<file path="src/rtl/ctrl_pkg.sv">
// Shared opcode, ALU-op and FSM state encodings for the control unit.
package ctrl_pkg;

  typedef enum logic [1:0] {
    ST_FETCH = 2'd0,
    ST_EXEC  = 2'd1,
    ST_HALT  = 2'd2
  } state_t;

  localparam logic [3:0] OP_NOP  = 4'h0;
  localparam logic [3:0] OP_LDI  = 4'h1;
  localparam logic [3:0] OP_ADD  = 4'h2;
  localparam logic [3:0] OP_SUB  = 4'h3;
  localparam logic [3:0] OP_JMP  = 4'h4;
  localparam logic [3:0] OP_JZ   = 4'h5;
  localparam logic [3:0] OP_CALL = 4'h6;
  localparam logic [3:0] OP_RET  = 4'h7;
  localparam logic [3:0] OP_HALT = 4'hF;

  localparam logic [1:0] ALU_PASS = 2'b00;
  localparam logic [1:0] ALU_ADD  = 2'b01;
  localparam logic [1:0] ALU_SUB  = 2'b10;

  function automatic logic [3:0] opcode_of(input logic [7:0] word);
    return word[7:4];
  endfunction

endpackage

</file>
<file path="src/rtl/ctrl_decode.sv">
// Combinational opcode decode from the latched instruction register.
// CALL/RET decode is present only when CONTROL_UNIT_CALL_EN is defined.
module ctrl_decode
  import ctrl_pkg::*;
(
  input  logic [7:0] ir,
  input  logic       zero_flag,
  output logic       branch,
  output logic [1:0] alu_op,
  output logic       reg_we,
  output logic       is_halt
);

  always_comb begin
    branch  = 1'b0;
    alu_op  = ALU_PASS;
    reg_we  = 1'b0;
    is_halt = 1'b0;
    case (opcode_of(ir))
      OP_LDI: begin reg_we = 1'b1; alu_op = ALU_PASS; end
      OP_ADD: begin reg_we = 1'b1; alu_op = ALU_ADD;  end
      OP_SUB: begin reg_we = 1'b1; alu_op = ALU_SUB;  end
      OP_JMP: branch = 1'b1;
      OP_JZ:  branch = zero_flag;
`ifdef CONTROL_UNIT_CALL_EN
      OP_CALL: branch = 1'b1;
      OP_RET:  branch = 1'b1;
`endif
      OP_HALT: is_halt = 1'b1;
      default: ;
    endcase
  end

endmodule

</file>
<file path="src/rtl/control_unit.sv">
// Two-cycle FETCH/EXEC sequencer with HALT state and retired-instruction counter.
// Define CONTROL_UNIT_CALL_EN to add single-level CALL/RET with a return register.
module control_unit
  import ctrl_pkg::*;
(
  input  logic       clk,
  input  logic       rst,
  input  logic [7:0] instruction,
  input  logic [3:0] pc,
  input  logic       zero_flag,
  output logic       pc_en,
  output logic       branch,
  output logic [3:0] branchaddress,
  output logic [1:0] alu_op,
  output logic [3:0] imm,
  output logic       reg_we,
  output logic       halted,
  output logic [7:0] retired
);

  state_t     state;
  logic [7:0] ir_q;
  logic [7:0] retired_q;
  logic       dec_branch;
  logic [1:0] dec_alu_op;
  logic       dec_reg_we;
  logic       dec_halt;

`ifdef CONTROL_UNIT_CALL_EN
  logic [3:0] ret_q;
`else
  logic       unused_pc;
  assign unused_pc = ^pc;
`endif

  ctrl_decode u_decode (
    .ir        (ir_q),
    .zero_flag (zero_flag),
    .branch    (dec_branch),
    .alu_op    (dec_alu_op),
    .reg_we    (dec_reg_we),
    .is_halt   (dec_halt)
  );

  always_ff @(posedge clk) begin
    if (rst) begin
      state     <= ST_FETCH;
      ir_q      <= '0;
      retired_q <= '0;
`ifdef CONTROL_UNIT_CALL_EN
      ret_q     <= '0;
`endif
    end else begin
      case (state)
        ST_FETCH: begin
          ir_q  <= instruction;
          state <= ST_EXEC;
        end
        ST_EXEC: begin
          retired_q <= retired_q + 8'd1;
          state     <= dec_halt ? ST_HALT : ST_FETCH;
`ifdef CONTROL_UNIT_CALL_EN
          if (opcode_of(ir_q) == OP_CALL)
            ret_q <= pc;
`endif
        end
        ST_HALT: state <= ST_HALT;
        default: state <= ST_FETCH;
      endcase
    end
  end

  // Outputs stay combinational: JZ must follow zero_flag within the EXEC
  // cycle and everything must drop to zero as soon as rst is high.
  always_comb begin
    pc_en         = 1'b0;
    branch        = 1'b0;
    branchaddress = '0;
    alu_op        = ALU_PASS;
    imm           = '0;
    reg_we        = 1'b0;
    halted        = 1'b0;
    retired       = '0;
    if (!rst) begin
      imm           = ir_q[3:0];
      branchaddress = ir_q[3:0];
      retired       = retired_q;
      case (state)
        ST_FETCH: pc_en = 1'b1;
        ST_EXEC: begin
          branch = dec_branch;
          alu_op = dec_alu_op;
          reg_we = dec_reg_we;
`ifdef CONTROL_UNIT_CALL_EN
          if (opcode_of(ir_q) == OP_RET)
            branchaddress = ret_q;
`endif
        end
        ST_HALT: halted = 1'b1;
        default: ;
      endcase
    end
  end

endmodule

</file>
<file path="config.mk">
export PLATFORM = sky130hd
export DESIGN_NAME = control_unit
export DESIGN_NICKNAME = d
export VERILOG_FILES = /design/src/rtl/ctrl_pkg.sv /design/src/rtl/ctrl_decode.sv /design/src/rtl/control_unit.sv
export SDC_FILE = /design/constraint.sdc
export NUM_CORES = 1
export LEC_CHECK = 0
export CAP_MARGIN = 20
export CORE_ASPECT_RATIO = 1.2
export CORE_MARGIN = 2
export CORE_UTILIZATION = 40
export CTS_BUF_LIST = sky130_fd_sc_hd__clkbuf_8
export DETAILED_ROUTE_END_ITERATION = 10
export GPL_TIMING_DRIVEN = 0
export PLACE_DENSITY = 0.76
export REMOVE_ABC_BUFFERS = 1
export SYNTH_ARGS = -nofsm -noshare
export SYNTH_HDL_FRONTEND = slang
export SYNTH_SLANG_ARGS = --single-unit
</file>
<file path="constraint.sdc">
create_clock -name clk -period 1.8 [get_ports clk]
set_clock_uncertainty 0.05 [all_clocks]
set_input_delay 0.27 -clock clk [delete_from_list [all_inputs] [get_ports clk]]
set_output_delay 0.27 -clock clk [all_outputs]
set_load 0.01 [all_outputs]
</file>
Yosys cells after proc, flatten, opt, wreduce, memory -nomap -nowiden
Index checks and enable logic that the tools add are counted.
{"block": "word_totals", "reg_bits": 18, "mem_count": 0, "latch_bits": 0, "inputBits": 15, "mem_bits_rw": 0, "rom_bits": 0}
{"block": "op_classes", "n_mux": 18, "bitwise": 0, "addsub": 1, "reduce_logical": 2, "n_div": 0, "order_cmp": 0, "multipliers": 0, "eq_ne": 8, "shift": 0}
{"cell": "$mux W1", "n": 10}
{"cell": "$add A8 B1 Y8 const B", "n": 1}
{"cell": "$eq A4 B2 Y1 const B", "n": 2}
{"cell": "$eq A4 B3 Y1 const B", "n": 2}
{"cell": "$mux W8", "n": 1}
{"cell": "$mux W2", "n": 3}
{"cell": "$pmux W2 S3", "n": 1}
{"cell": "$eq A4 B1 Y1 const B", "n": 1}
{"cell": "$eq A4 B4 Y1 const B", "n": 1}
{"cell": "$mux W4", "n": 1}
{"cell": "$pmux W2 S2", "n": 1}
{"cell": "$reduce_or A3 Y1", "n": 1}
{"cell": "$eq A2 B1 Y1 const B", "n": 1}
{"cell": "$eq A2 B2 Y1 const B", "n": 1}
{"cell": "$logic_not A2 Y1", "n": 1}
{"cell": "$pmux W1 S2", "n": 1}

Logic depth before layout (Yosys ltp)
{"block": "logic_depth", "depth_word": 5, "ltp_mapped": 4, "ltp_nobuf": 4}

Hierarchy
A second synthesis with hierarchy kept.
{"block": "unflattened", "cells_unflattened": 107, "hier_area_um2": 923.4}
{"module": "control_unit", "cells_each": 98, "area_per_inst_um2": 868.3, "instances": 1}
{"module": "ctrl_decode", "cells_each": 9, "area_per_inst_um2": 55.1, "instances": 1}

Least setup slack after synthesis
No wires, ideal clock.
{"block": "synth_path", "path_type": "reg-to-output", "start": "reg state[0]", "end": "out alu_op[0]", "arrival_time_ns": 1.182, "required_ns": 1.480, "n_path_buf": 0, "path_stages_with_launch": 4, "slack_ns": 0.298, "path_cell_list": "dfxtp_1 -> nand2b_4 -> or4_4 -> nor3b_2"}
{"block": "synth_via", "elab_chain_len": 3}
{"element": "from (decl)", "line": "control_unit.sv:21", "source": "state_t state;"}
{"element": "from (signal assigned)", "line": "control_unit.sv:61", "source": "state <= dec_halt ? ST_HALT : ST_FETCH;"}
{"element": "$eq A2 B1 Y1", "line": "control_unit.sv:88", "source": "case (state)"}
{"element": "$mux W2", "line": "control_unit.sv:88"}
{"element": "$mux W2", "line": "control_unit.sv:84", "source": "if (!rst) begin"}
{"element": "to (decl)", "line": "control_unit.sv:14", "source": "output logic [1:0] alu_op,"}
No other way between the ends.

Worst setup path after layout
{"block": "layout_path", "start": "reg state[1]", "end": "out alu_op[0]"}
The elaborated chain is that of the path after synthesis.

==> metrics.md <==
| Metric | Value |
|---|---|
| Multi-input gate area | 451.7 um2 |
| Maxcap violations | 0 |
| Status | finished with violations |
| Synth area leader | dfxtp_1 |
| CP max-delay cell | or4_4 |
| Pleak | 0.4845 nW |
| Crit path time final | 1.833 ns |
| Clock Tree Buf Depth | 2 |
| PortBufs | 32 |
| GP Congestion | 0.7056 |
| CTS root buf | clkbuf_8 |
| Avg Inst Size Synth | 8.511 um2 |
| Tot Pwr | 0.0008507 W |
| Critical Path Sink Type | primary output |
| Arrival @ worst endpoint | 1.51 ns |
| Vias in the first global route | 685 |
| Startpoint types | register |
| Setup tns final | -0.03293 ns |
| H-tree Lvls | 1 |
| Starting DRT DRC Count | 10 |
| Hold WC Path Type | in -> reg |
| Drt total wl | 1.759 mm |
| Max Clk Rate | 545.6 MHz |
| Warnings, synthesis | 0 |
| First-pass GRT wire length | 2.635 mm |
| Power Dens Cells | 688.9 nW/um2 |
| Synth top area cells | dfxtp_1, nor2b_1, nand2_1, nor2_1, a21oi_1 |
| Die X | 46.32 um |
| Residual DRC | 0 |
| Drt pass-1 iters | 4 |
| CP max FO | 5 |
| Unrepaired setup endpoints after global routing | yes |
| Final HPWL DP | 1.263 mm |
| Mapped Cells | 101 |
| # diodes | 0 |
| Final setup fails | 1 |
| Latest clock arrival within the worst-skew pair | 0.25 ns |
| GRT Total Usage | 14.50% |
| Vias/cell | 4.938 |
| # rows | 18 |
| Most common cell in the synthesized netlist | dfxtp_1 |
| Mapped Area | 859.6 um2 |
| CP Buf/Inv Count | 1 |
| Netlist cell types | 30 |
| Number of flops mapped to enable cells by yosys | 0 |
| Worst slew margin | 64.76% |
| Final worst slack | -0.03293 ns |
| Failing checks | setup timing |
| Worst path cell trace | nand2b_4 -> or4_4 -> nor3b_2 -> buf_2 |
| Fillers | 186 |
| Ys flop type | dfxtp_1 |
| Ys async rst share | 0% |
| Antenna viol nets, final | 0 |
| Hold buffers post-CTS | 0 |
| Die Ht | 54.78 um |
| Post-Layout Cell Count | 162 |
| Critical Path RT | 1.48 ns |
| Class of the most critical setup path | reg -> out |
| Seq/Total Area, Yosys | 41.92% |
| Final hold violations | 0 |
| # IOs | 37 |
| Register area | 365.4 um2 |
| Routed WL per cell | 10.86 um |
| Initial Utilization | 41.94% |
| Max Slew Vio Count | 0 |
| Fin Hold WS | 0.4352 ns |
| Initial antenna violation count | 0 |
| CP top delay family | simple AND/OR/NAND/NOR gates |
| Die Footprint | 2537 um2 |
| Worst-path clk slew | 0.07 ns |
| Highest metal used | met4 |
| Total number of vias | 800 |
| Commonest cells post-synth | dfxtp_1, nand2_1, nor2_1 |
| Inst Count DP | 155 |
| # clock sinks | 18 |
| Largest net degree at the start of global routing | 31 |
| TritonCTS Buffers | 3 |
| Max IR drop VDD | 0.0005248 V |
| CP peak stage delay | 0.45 ns |
| Worst slew pin tran | 0.5286 ns |
| Util after Layout | 60.26% |
| Layout cells sized above 1 | 16.67% |
| M1 WL | 790 um |
| CTS tree | built |
| P&R area growth vs syn | 43.67% |
| Final period util | 101.8% |
| WL met2 | 826 um |
| Number of synthesized register bits | 18 |
| Total gr overflow | 0 |
| Total core area | 2049 um2 |
| Yosys top cell area share | 41.92% |
| Met3 routed WL | 121 um |
| # nets final | 150 |
==> routing by layer <==
| layer | GRT usage (%) | vias to the layer above |
|---|---|---|
| li1 | - | 402 |
| met1 | 16.06 | 364 |
| met2 | 24.77 | 30 |
| met3 | 4.290 | 4 |
| met4 | 7.143 | 0 |
| met5 | 0 | - |
==> layout make-up <==
class                   count  share of cell area (%)
multi-input cells          73                   36.58
flip-flops and latches     18                   29.58
repair buffers             36                   26.85
clock buffers               3                   3.343
well taps                  30                   3.040
inverters                   2                  0.6079
==> kinds of logic (layout without fill, tap and decap cells) <==
family	Yosys count	count (layout)	synth area share (%)
and+or+nand+nor	52	52	34.64
DFF	18	18	41.92
AOI/OAI and AO/OA	16	16	11.06
buffers and inverters	10	41	6.405
xor gates and xnor gates	2	2	2.038
muxes	2	2	2.474
adders and majority gates	1	1	1.455
==> placed cells by master (no fill, tap or decap), types with 2 or more instances in the layout <==
master	Yosys	routed
a21oi_1	8	8
buf_2	2	4
buf_4	4	4
clkbuf_8	0	3
clkdlybuf4s50_1	0	25
dfxtp_1	18	16
inv_1	2	2
nand2_1	11	11
nand3b_1	2	2
nor2_1	11	9
nor2_2	0	2
nor2b_1	10	10
nor4_1	2	2
o21ai_0	4	4
o22a_1	4	4
or3_1	4	4
==> power by group <==
| group | switching, W | internal, W |
|---|---|---|
| sequential | 0.0000154 | 0.000419 |
| clock | 0.000129 | 0.000149 |
| combinational | 0.0000596 | 0.0000796 |
==> state kept, by name, summed over array words and instances (netlist names) <==
signal / count
ir_q: 8
retired_q: 8
state: 2
==> stage by stage <==
| stage | worst slack, ns | cell area [um2] |
|---|---|---|
| global placement | -1.249 | 1170 |
| CTS | -0.06886 | 1196 |
| finish | -0.03293 | 1235 |
| floorplan | 0.2978 | 812.0 |
| global route | -0.1095 | 1235 |
| detailed placement | -1.245 | 1170 |
==> what timing repair did <==
action / in CTS / in global routing
endpoints found under the setup margin: 23 / 4
gates resized for setup: 23 / 4
endpoints found under the hold margin: 0 / 0
buffers inserted: 0 / 4
pin swaps: 0 / 2
==> worst paths after layout <==
check                           depth (start not counted)                  from  slack (ns)                         to
worst max-delay path                                    4   state[1]$_SDFF_PP0_       -0.03                  alu_op[0]
worst min-delay path                                    2                   rst        0.44  retired_q[2]$_SDFFE_PP0N_
worst max register to register                          4   state[1]$_SDFF_PP0_        0.31  retired_q[7]$_SDFFE_PP0N_
worst min register to register                          2  ir_q[6]$_SDFFE_PP0N_        0.44       ir_q[6]$_SDFFE_PP0N_
No activity file was read; power rests on OpenSTA's default activity.
